[config.mk]
export PLATFORM = sky130hd
export DESIGN_NAME = merge_sort_param_flat
export DESIGN_NICKNAME = d
export VERILOG_FILES = /design/src/rtl/merge_sort_param_if.sv /design/src/rtl/merge_sort_param.sv /design/src/flat_wrapper.sv
export SDC_FILE = /design/constraint.sdc
export NUM_CORES = 1
export LEC_CHECK = 0
export CORE_AREA = 5 5 175 177
export DETAILED_ROUTE_END_ITERATION = 16
export DIE_AREA = 0 0 180 182
export PLACE_DENSITY = 0.64
export SLEW_MARGIN = 20
export SYNTH_ARGS = -nofsm -noshare
export SYNTH_HDL_FRONTEND = slang
export SYNTH_SLANG_ARGS = --single-unit
[constraint.sdc]
create_clock -name clk -period 5.57 [get_ports clk]
set_clock_uncertainty 0.2 [all_clocks]
set_input_delay 1.114 -clock clk [delete_from_list [all_inputs] [get_ports clk]]
set_output_delay 1.114 -clock clk [all_outputs]
set_load 0.02 [all_outputs]
[src/rtl/merge_sort_param_if.sv]
// merge_sort_param_if: request/result bundle for merge_sort_param.
// master drives the request side, slave (the sorter) drives results and status.
interface merge_sort_param_if #(
    parameter int DATA_W = 8,
    parameter int N = 8,
    parameter int IDX_W = $clog2(N)
);
    logic start;
    logic descend;
    logic [IDX_W:0] len;
    logic [DATA_W-1:0] data_in [N];
    logic [DATA_W-1:0] data_out [N];
    logic [IDX_W-1:0] idx_out [N];
    logic busy;
    logic done;
    modport master (output start, descend, len, data_in, input data_out, idx_out, busy, done);
    modport slave (input start, descend, len, data_in, output data_out, idx_out, busy, done);
endinterface

[src/rtl/merge_sort_param.sv]
// merge_sort_param: stable bottom-up ping-pong merge sorter, one element written per clock.
// Define MERGE_SORT_IDX_EN to carry original indices through the sort onto idx_out.
module merge_sort_param #(
    parameter int DATA_W = 8,
    parameter int N = 8,
    parameter int IDX_W = $clog2(N)
) (
    input logic clk,
    input logic rst,
    merge_sort_param_if.slave sb
);
    typedef enum logic [1:0] {IDLE, MERGE, OUT} state_t;
    localparam logic [IDX_W:0] ONE = 1;
    state_t state, state_nx;
    logic [DATA_W-1:0] a_d [N];
    logic [DATA_W-1:0] b_d [N];
    logic [DATA_W-1:0] dout [N];
    logic [IDX_W-1:0] k, w, li, ri, base, lp, rp;
    logic [IDX_W:0] len_q, w2;
    logic desc_q, sel, busy_q, done_q;
    logic pad_l, pad_r, take_l, blk_end, last;
    logic [DATA_W-1:0] dl, dr, wd;

    // Stable merging keeps every pad after the valid elements, so "position >= len"
    // identifies pads on every pass without storing a flag per element.
    always_comb begin
        w2 = {1'b0, w} << 1;
        base = IDX_W'({1'b0, k} & ~(w2 - ONE));
        lp = base + li;
        rp = base + w + ri;
        dl = sel ? b_d[lp] : a_d[lp];
        dr = sel ? b_d[rp] : a_d[rp];
        pad_l = {1'b0, lp} >= len_q;
        pad_r = {1'b0, rp} >= len_q;
        take_l = (ri == w) || (li != w && (pad_r || (!pad_l && (desc_q ? dl >= dr : dl <= dr))));
        wd = take_l ? dl : dr;
        blk_end = (({1'b0, k} + ONE) & (w2 - ONE)) == '0;
        last = k == IDX_W'(N - 1) && w == IDX_W'(N / 2);
    end

    always_comb begin
        state_nx = state == IDLE ? (sb.start ? MERGE : IDLE) :
                   state == MERGE ? (last ? OUT : MERGE) : IDLE;
    end

    always_ff @(posedge clk or negedge rst) begin
        if (!rst) state <= IDLE;
        else state <= state_nx;
    end

    always_ff @(posedge clk or negedge rst) begin
        if (!rst) begin
            for (int x = 0; x < N; x++) begin
                a_d[x] <= '0;
                b_d[x] <= '0;
                dout[x] <= '0;
            end
            k <= '0;
            w <= '0;
            li <= '0;
            ri <= '0;
            len_q <= '0;
            desc_q <= 1'b0;
            sel <= 1'b0;
            busy_q <= 1'b0;
            done_q <= 1'b0;
        end else begin
            done_q <= 1'b0;
            if (state == IDLE && sb.start) begin
                for (int x = 0; x < N; x++) a_d[x] <= sb.data_in[x];
                len_q <= (sb.len == '0 || sb.len > (IDX_W + 1)'(N)) ? (IDX_W + 1)'(N) : sb.len;
                desc_q <= sb.descend;
                sel <= 1'b0;
                k <= '0;
                w <= IDX_W'(1);
                li <= '0;
                ri <= '0;
                busy_q <= 1'b1;
            end else if (state == MERGE) begin
                if (sel) a_d[k] <= wd;
                else b_d[k] <= wd;
                k <= k + IDX_W'(1);
                li <= blk_end ? '0 : (take_l ? li + IDX_W'(1) : li);
                ri <= blk_end ? '0 : (take_l ? ri : ri + IDX_W'(1));
                if (k == IDX_W'(N - 1)) begin
                    sel <= !sel;
                    w <= w << 1;
                end
            end else if (state == OUT) begin
                for (int x = 0; x < N; x++) dout[x] <= sel ? b_d[x] : a_d[x];
                done_q <= 1'b1;
                busy_q <= 1'b0;
            end
        end
    end

    assign sb.data_out = dout;
    assign sb.busy = busy_q;
    assign sb.done = done_q;

`ifdef MERGE_SORT_IDX_EN
    logic [IDX_W-1:0] a_i [N];
    logic [IDX_W-1:0] b_i [N];
    logic [IDX_W-1:0] iout [N];
    logic [IDX_W-1:0] wi;

    always_comb begin
        wi = take_l ? (sel ? b_i[lp] : a_i[lp]) : (sel ? b_i[rp] : a_i[rp]);
    end

    always_ff @(posedge clk or negedge rst) begin
        if (!rst) begin
            for (int x = 0; x < N; x++) begin
                a_i[x] <= '0;
                b_i[x] <= '0;
                iout[x] <= '0;
            end
        end else if (state == IDLE && sb.start) begin
            for (int x = 0; x < N; x++) a_i[x] <= IDX_W'(x);
        end else if (state == MERGE) begin
            if (sel) a_i[k] <= wi;
            else b_i[k] <= wi;
        end else if (state == OUT) begin
            for (int x = 0; x < N; x++) iout[x] <= sel ? b_i[x] : a_i[x];
        end
    end

    assign sb.idx_out = iout;
`else
    assign sb.idx_out = '{default: '0};
`endif
endmodule

[src/flat_wrapper.sv]
// flat-port wrapper written by rule: the top's interface ports become plain ports
module merge_sort_param_flat 
#(
    parameter int DATA_W = 8,
    parameter int N = 8,
    parameter int IDX_W = $clog2(N)
)
  (clk, rst, sb_start, sb_descend, sb_len, sb_data_in, sb_data_out, sb_idx_out, sb_busy, sb_done);
  merge_sort_param_if #(.DATA_W(DATA_W), .N(N), .IDX_W(IDX_W)) sb_i ();
  input logic clk;
  input logic rst;
  input wire logic [$bits(sb_i.start)-1:0] sb_start;
  input wire logic [$bits(sb_i.descend)-1:0] sb_descend;
  input wire logic [$bits(sb_i.len)-1:0] sb_len;
  input wire logic [$bits(sb_i.data_in)-1:0] sb_data_in;
  output wire logic [$bits(sb_i.data_out)-1:0] sb_data_out;
  output wire logic [$bits(sb_i.idx_out)-1:0] sb_idx_out;
  output wire logic [$bits(sb_i.busy)-1:0] sb_busy;
  output wire logic [$bits(sb_i.done)-1:0] sb_done;
  assign sb_i.start = sb_start;
  assign sb_i.descend = sb_descend;
  assign sb_i.len = sb_len;
  assign sb_i.data_in = {>>{sb_data_in}};
  assign sb_data_out = {>>{sb_i.data_out}};
  assign sb_idx_out = {>>{sb_i.idx_out}};
  assign sb_busy = sb_i.busy;
  assign sb_done = sb_i.done;
  merge_sort_param #(.DATA_W(DATA_W), .N(N), .IDX_W(IDX_W)) u_core (.clk(clk), .rst(rst), .sb(sb_i));
endmodule
# Word level (Yosys, flattened, before mapping)
# Cells that the tools add are included.
[totals] word_cells=151 output_inout_bits=90 regBits=214 in_bits=72
[classes] mux=58 addsub=8 n_eq_ne=8 n_reduce_logical=25 magnitude_cmp=9 n_bitwise=9
[op_table] operator="$mux W64" count=3
[op_table] operator="$mux W8" count=20
[op_table] operator="$bwmux W64" count=2
[op_table] operator="$bmux W8 S3" count=4
[op_table] operator="$mux W3" count=13
[op_table] operator="$demux W8 S3" count=1
[op_table] operator="$ge A4 B4 Y1 const B" count=3
[op_table] operator="$not A3 Y4" count=3
[op_table] operator="$mux W1" count=11
[op_table] operator="$reduce_and A2 Y1" count=5
[op_table] operator="$add A3 B1 Y3 const B" count=3
[op_table] operator="$add A3 B3 Y3" count=3
[op_table] operator="$ge A3 B4 Y1" count=2
[op_table] operator="$ge A8 B8 Y1" count=1
[op_table] operator="$le A8 B8 Y1" count=1
[op_table] operator="$logic_not A4 Y1" count=2
[op_table] operator="$reduce_bool A2 Y1" count=4
[op_table] operator="$eq A3 B3 Y1 const B" count=2
[op_table] operator="$mux W2" count=3
[op_table] operator="$reduce_and A3 Y1" count=2
[op_table] operator="$logic_and A1 B1 Y1" count=5
[op_table] operator="$add A3 B1 Y4 const B" count=1
[op_table] operator="$and A4 B4 Y4" count=1
[op_table] operator="$gt A4 B4 Y1 const B" count=1
[op_table] operator="other kinds (16)" count=21

# Logic depth before layout (Yosys ltp)
# Gate-level depths: netlist of the first run.
[logic_depth] ltp_word=21 depth_mapped=21 mapped_depth_nobuf=17

# Worst setup path before layout of the first run
# No wires, ideal clock.
[synth_timing] path_type="register to register" start="reg u_core.k[1]" end="reg u_core.b_d[39] (netlist bit)" setup_time_ns=0.075 path_stages_with_launch=21 path_buffers=4 arrival_time_ns=4.735 t_required_ns=5.295 synth_period_minus_slack_ns=5.010 setup_slack_ns=0.560 path_cell_list="dfrtp_1 -> clkbuf_1 -> and2_1 -> fa_1 -> ha_1 -> xnor2_1 -> xnor2_2 -> xnor2_4 -> buf_6 -> mux2i_1 -> mux2_2 -> ha_1 -> nor2b_1 -> o211ai_1 -> a21oi_1 -> o21a_1 -> o32ai_4 -> buf_6 -> mux2_4 -> buf_12 -> o21ai_2"
[synth_via] elab_chain_len=16 elab_cells_between_ends=38 classes_between="add/sub: 3; order compare: 6; mux: 19; bitwise: 4; reduce/logical: 6"
[synth_lines] element="from (decl)" line_no="merge_sort_param.sv:18" text="logic [IDX_W-1:0] k, w, li, ri, base, lp, rp;"
[synth_lines] element="from (signal assigned)" line_no="merge_sort_param.sv:82" text="k <= k + IDX_W'(1);"
[synth_lines] element="$and A3 B3 Y3" line_no="merge_sort_param.sv:28" text="base = IDX_W'({1'b0, k} & ~(w2 - ONE));"
[synth_lines] element="$add A3 B3 Y3 (2 in series)" line_no="merge_sort_param.sv:30" text="rp = base + w + ri;"
[synth_lines] element="$not A3 Y4 (not written as such)" line_no="merge_sort_param.sv:32" text="dr = sel ? b_d[rp] : a_d[rp];"
[synth_lines] element="$bmux W8 S3" line_no="merge_sort_param.sv:32"
[synth_lines] element="$mux W8 (not written as such) (2 in series)" line_no="merge_sort_param.sv:32"
[synth_lines] element="$mux W8" line_no="merge_sort_param.sv:32"
[synth_lines] element="$le A8 B8 Y1 / $ge A8 B8 Y1 (equally long branches)" line_no="merge_sort_param.sv:35" text="take_l = (ri == w) || (li != w && (pad_r || (!pad_l && (desc_q ? dl >= dr : dl <= dr))));"
[synth_lines] element="$mux W1" line_no="merge_sort_param.sv:35"
[synth_lines] element="$logic_and A1 B1 Y1" line_no="merge_sort_param.sv:35"
[synth_lines] element="$logic_or A1 B1 Y1" line_no="merge_sort_param.sv:35"
[synth_lines] element="$logic_and A1 B1 Y1" line_no="merge_sort_param.sv:35"
[synth_lines] element="$logic_or A1 B1 Y1" line_no="merge_sort_param.sv:35"
[synth_lines] element="$mux W8" line_no="merge_sort_param.sv:36" text="wd = take_l ? dl : dr;"
[synth_lines] element="$bwmux W64 *" line_no="merge_sort_param.sv:81" text="else b_d[k] <= wd;"
[synth_lines] element="to (signal, indexed assignment)" line_no="merge_sort_param.sv:81"
[synth_lines] element="to (decl)" line_no="merge_sort_param.sv:16" text="logic [DATA_W-1:0] b_d [N];"
# Every way passes the cells marked *; elsewhere a longest branch is shown, timed or not. The select of a mux whose other input is x is not followed.
# A chain may end at the register's enable or synchronous reset.

# Worst setup path in the final report of the first run
[layout_timing] start="reg u_core.w[1]" end="reg u_core.li[2]"
[layout_via] elab_chain_len=18 elab_cells_between_ends=41 classes_between="add/sub: 4; order compare: 4; eq/ne: 2; mux: 18; bitwise: 5; reduce/logical: 8"
[layout_lines] element="from (decl)" line_no="merge_sort_param.sv:18"
[layout_lines] element="from (signal assigned)" line_no="merge_sort_param.sv:87" text="w <= w << 1;"
[layout_lines] element="$sub A4 B1 Y4" line_no="merge_sort_param.sv:28"
[layout_lines] element="$not A3 Y3" line_no="merge_sort_param.sv:28"
[layout_lines] element="$and A3 B3 Y3" line_no="merge_sort_param.sv:28"
[layout_lines] element="$add A3 B3 Y3 (2 in series)" line_no="merge_sort_param.sv:30"
[layout_lines] element="$not A3 Y4 (not written as such)" line_no="merge_sort_param.sv:32"
[layout_lines] element="$bmux W8 S3" line_no="merge_sort_param.sv:32"
[layout_lines] element="$mux W8 (not written as such) (2 in series)" line_no="merge_sort_param.sv:32"
[layout_lines] element="$mux W8" line_no="merge_sort_param.sv:32"
[layout_lines] element="$le A8 B8 Y1 / $ge A8 B8 Y1 (equally long branches)" line_no="merge_sort_param.sv:35"
[layout_lines] element="$mux W1" line_no="merge_sort_param.sv:35"
[layout_lines] element="$logic_and A1 B1 Y1" line_no="merge_sort_param.sv:35"
[layout_lines] element="$logic_or A1 B1 Y1" line_no="merge_sort_param.sv:35"
[layout_lines] element="$logic_and A1 B1 Y1" line_no="merge_sort_param.sv:35"
[layout_lines] element="$logic_or A1 B1 Y1" line_no="merge_sort_param.sv:35"
[layout_lines] element="$reduce_bool A3 Y1 (no line)"
[layout_lines] element="$reduce_and A2 Y1 (no line)"
[layout_lines] element="to (signal assigned)" line_no="merge_sort_param.sv:83" text="li <= blk_end ? '0 : (take_l ? li + IDX_W'(1) : li);"
[layout_lines] element="to (decl)" line_no="merge_sort_param.sv:18"
# Several ways; a longest one is shown, not always the timed one. The select of a mux whose other input is x is not followed.

==> results, run 1 <==
- The routed design has 43100 µm of wire.
- The number of violations reported at the end of detailed-routing iteration 0 is 1189.
- The initial antenna violation count is 0.
- The maximum level of the CTS H-tree is 1.
- After filler insertion, the fill cell instance count of the layout stands at around 2600.
- The die covers 0.0328 mm².
- The global-route wire length before repair is 66500 µm.
- The cell taking the most area after synthesis is sky130_fd_sc_hd__dfrtp_1.
- The startpoint identified for the worst hold timing path is u_core.sb.busy$_DFFE_PN0P_.
- The number of search-and-repair iterations in the first detailed-routing pass is 5.
- The synthesized design contains approximately 210 register bits.
- The portion of synthesized cell area occupied by the leading cell type is 0.418.
- The count of yosys warnings during synthesis is 0.
- The via count of the first global-routing pass was 10700.
- The diode insertion count for antenna repair is 0.
- Across every metal layer, demand over resource in global routing totals 0.257.
- The critical path goes through inv_1, ha_1, and2_1, xnor2_2, buf_12, buf_4, o221ai_1, a221oi_1, nor4b_1, inv_1, ha_1, nand4_1, a21oi_1, nor3_1, o32ai_4, buf_4, buf_4, or4b_2, nand3_1.
- The worst path arrival time is 5.59 ns.
- The clock-pin slew reported for the worst setup and hold paths after clock tree synthesis is 0.06 ns.
- The synthesized area per cell is 9.99 µm².
- For this run, the leading register cell type out of synthesis is sky130_fd_sc_hd__dfrtp_1.
- The relative max-transition margin is 0.324.
- The critical register-to-register path startpoint is u_core.w[1]$_DFFE_PN0P_.
- The number of rows in the core area is 63.
- Yosys attributes the largest share of cell area to sky130_fd_sc_hd__dfrtp_1 (42%), sky130_fd_sc_hd__mux2i_1 (8.8%), sky130_fd_sc_hd__mux4_2 (5.6%).
- The number of max-slew violations in the final report is 0.
- The total area inside the core boundary comes to 0.0291 mm².
- The transition time at the pin with the least slew margin is 1.01 ns.
- The congestion estimate from routability-driven global placement came to 0.968.
- The number of buffers inserted during clock tree synthesis is 24.
- 162 I/O pins were placed.
- After detailed routing, the number of vias per cell comes to about 6.2.
- By instance count, the cell type seen most on the critical path is sky130_fd_sc_hd__buf_4.
- Measured in cells, the most critical reg-to-reg path has a length of 19.
- Counting flops with a built-in enable in the synthesized netlist gives 0.
- Leaving out fill and tap cells, the most frequent cells in the layout are sky130_fd_sc_hd__dfrtp_1 (212), sky130_fd_sc_hd__clkdlybuf4s50_1 (136), sky130_fd_sc_hd__nand2_1 (133).
- The library cell used most frequently in the layout, excluding fill and tap cells, is sky130_fd_sc_hd__dfrtp_1.
- The count of endpoints failing hold in the final timing report was 0.
- The maximum net fanout on the critical path is 20.
- For this run, the register share of the synthesized area comes to 0.418.
- TritonCTS built the clock tree.
- Of the cells placed in the final design, the portion with a size suffix greater than 1 is 0.136.
- For the worst-skew pair, the clock arrives at the later sink with an insertion delay of 0.53 ns.
- The launching element of the worst setup path is u_core.w[1]$_DFFE_PN0P_.
- Counting instances, the worst hold path has a depth of 2.
- The critical path is of the reg2reg type.
- The HPWL after detailed placement is 30500 µm.
- The pin count of the biggest net entering global routing is 103.
- The type of element launching the critical path is a register.
- Synthesis instantiated 57 different standard cells from the library.
- For this run, asynchronously set or reset flops after synthesis account for 1.00.
- Setup repair after global routing left no endpoint under its margin.
- Measured along the y axis, the die boundary spans 182 µm.
- Dividing the detail-routed wire length by the instance count gives 24.1 µm.
- The clock net in this run drives a total of 214 sinks.
- Derived from the worst setup path, the maximum achievable clock frequency is 187 MHz.
- The type of the most critical hold path is reg2reg.
- The critical-path cell with the highest stage delay is sky130_fd_sc_hd__or4b_2.
- The flow ran to the end, and the final reports show no timing, DRC or antenna violations.
- The tool flagged a number of max-cap violations equal to 0.
- The overall via count from detail_route is 11000.
- The horizontal die dimension is 180 µm.
- The final layout contains 1473 nets.
- The number of instances in the synthesized netlist is around 1300.
- The area growth from synthesis to layout is 19.1%.
- In this run the remaining antenna-violating nets after routing total 0.
- The DRC violations left is 0.
- The final critical-path required period is 5.34 ns.
- Hold repair after CTS inserted 0 buffers.
- Data on the critical path is required at its endpoint by 5.82 ns.
- Setup violations remaining at the end of the flow were counted as 0.
- The maximum cell stage delay along the critical path is 0.61 ns.
- The netlist area before placement is 0.0128 mm².
- Of the available clock period, the critical path in the final layout requires 0.959.
- The final design instance area without fill is 0.0152 mm².
- No sink is reached through more buffers than the 3 on the longest clock path.
- The placement-stage cell area is 0.0144 mm².
- The setup TNS is 0 ns.
- The finished layout holds 1785 standard cells, fillers aside.
- After detailed placement, the design holds a cell count of 1733.
- Input and output buffers added on the ports amount to between 100 and 150.
- The total congestion overflow is 0.
- STA classifies the critical path endpoint as a register.
- The CTS root buffer is sky130_fd_sc_hd__clkbuf_16.
- The starting density of the core is 0.440.
==> area by class of cell <==
type,count,area [µm²],area share
inverters,19,71.3,0.00468
clock buffers,34,709,0.0465
flip-flops and latches,214,5360,0.351
well taps,390,488,0.0320
clock inverters,10,90.1,0.00591
multi-input cells,940,6800,0.446
repair buffers,178,1730,0.114
==> synthesized netlist by cell type, types with 18 or more instances <==
cell type and number:
sky130_fd_sc_hd__ha_1 23, sky130_fd_sc_hd__nand3_1 43, sky130_fd_sc_hd__dfrtp_1 214, sky130_fd_sc_hd__mux2i_1 112, sky130_fd_sc_hd__clkbuf_1 60, sky130_fd_sc_hd__and3_1 33, sky130_fd_sc_hd__a21oi_1 108, sky130_fd_sc_hd__buf_1 18
sky130_fd_sc_hd__a221oi_1 30, sky130_fd_sc_hd__buf_2 19, sky130_fd_sc_hd__o21ai_1 60, sky130_fd_sc_hd__inv_1 18, sky130_fd_sc_hd__nor2_1 73, sky130_fd_sc_hd__buf_4 26, sky130_fd_sc_hd__o211ai_1 34, sky130_fd_sc_hd__nand2_1 133
sky130_fd_sc_hd__o221ai_1 60, sky130_fd_sc_hd__o21ai_0 36, sky130_fd_sc_hd__mux4_2 32, sky130_fd_sc_hd__mux2_2 37
==> per-stage QoR <==
step	util	hold slack, ns	worst slack (ns)
2_1_floorplan	-	0.270	0.560
3_3_place_gp	0.494	0.292	0.219
3_5_place_dp	0.494	0.299	0.0614
4_1_cts	0.522	0.312	0.0280
5_1_grt	0.524	0.352	0.0306
6_report	0.524	0.297	0.229
==> worst max-delay path: cells and delay by family (launching register included) <==
kind / cells / cell delay, ns
compound gates: 4 / 0.55
xor+xnor: 1 / 0.26
fa+ha+maj: 2 / 0.63
buf+inv: 6 / 0.97
flops: 1 / 0.48
simple gates: 6 / 2.17
==> flip-flops by register name (all words and copies together) (netlist names) <==
signal / flops
u_core.li: 3
u_core.sb.busy: 1
u_core.ri: 3
u_core.sel: 1
u_core.k: 3
u_core.a_d: 64
u_core.sb.done: 1
u_core.len_q: 4
u_core.b_d: 64
u_core.desc_q: 1
u_core.sb.data_out: 64
u_core.state: 2
u_core.w: 3
==> worst paths after layout <==
| path | endpoint | slack [ns] |
|---|---|---|
| max | u_core.li[2]$_DFFE_PN0P_ | 0.23 |
| min | u_core.sb.busy$_DFFE_PN0P_ | 0.30 |
| max reg2reg | u_core.li[2]$_DFFE_PN0P_ | 0.23 |
| min reg2reg | u_core.sb.busy$_DFFE_PN0P_ | 0.30 |
| max in group asynchronous | u_core.sb.data_out[56]$_DFFE_PN0P_ | 3.69 |
| min in group asynchronous | u_core.a_d[33]$_DFFE_PN0P_ | 0.48 |
==> routing by layer <==
metal	global-route usage	wire, µm	up-vias
li1	-	-	4938
met3	0.0561	4490	86
met2	0.377	18500	588
met5	0	0	-
met4	0.0966	1690	0
met1	0.375	18400	5387
==> logic make-up after synthesis <==
kind of cell               synth area share
DFF                                   0.418
AOI/OAI and AO/OA                     0.177
muxes                                 0.186
and+or+nand+nor                       0.123
xor gates and xnor gates             0.0127
adders and majority gates            0.0240
other                              0.000293
buffers and inverters                0.0597
==> what timing repair did <==
action                                  CTS  global route
gates resized for setup                   0             1
endpoints found under the setup margin    0           133
setup buffers                             0             8
Power of run 1 is left out: the tool's default activity adds up to more than one toggle a clock period on the data nets, which glitch-free logic cannot reach.
==> run 2: changes to the inputs <==
--- a/config.mk
+++ b/config.mk
@@ -5,6 +5,7 @@
 export SDC_FILE = /design/constraint.sdc
 export NUM_CORES = 1
 export LEC_CHECK = 0
+export ABC_CLOCK_PERIOD_IN_PS = 5570
 export CORE_AREA = 5 5 175 177
 export DETAILED_ROUTE_END_ITERATION = 16
 export DIE_AREA = 0 0 180 182
==> results of run 2 <==
No change in the layout: final DEF, timing and power equal those of run 1.
Power of run 2 is left out for the same reason.
==> run 3: changes to the inputs <==
--- a/config.mk
+++ b/config.mk
@@ -9,6 +9,7 @@
 export CORE_AREA = 5 5 175 177
 export DETAILED_ROUTE_END_ITERATION = 16
 export DIE_AREA = 0 0 180 182
+export HOLD_SLACK_MARGIN = 0.08
 export PLACE_DENSITY = 0.64
 export SLEW_MARGIN = 20
 export SYNTH_ARGS = -nofsm -noshare
==> results of run 3 <==
No change in the layout: final DEF, timing and power equal those of run 1.
Power of run 3 is left out for the same reason.
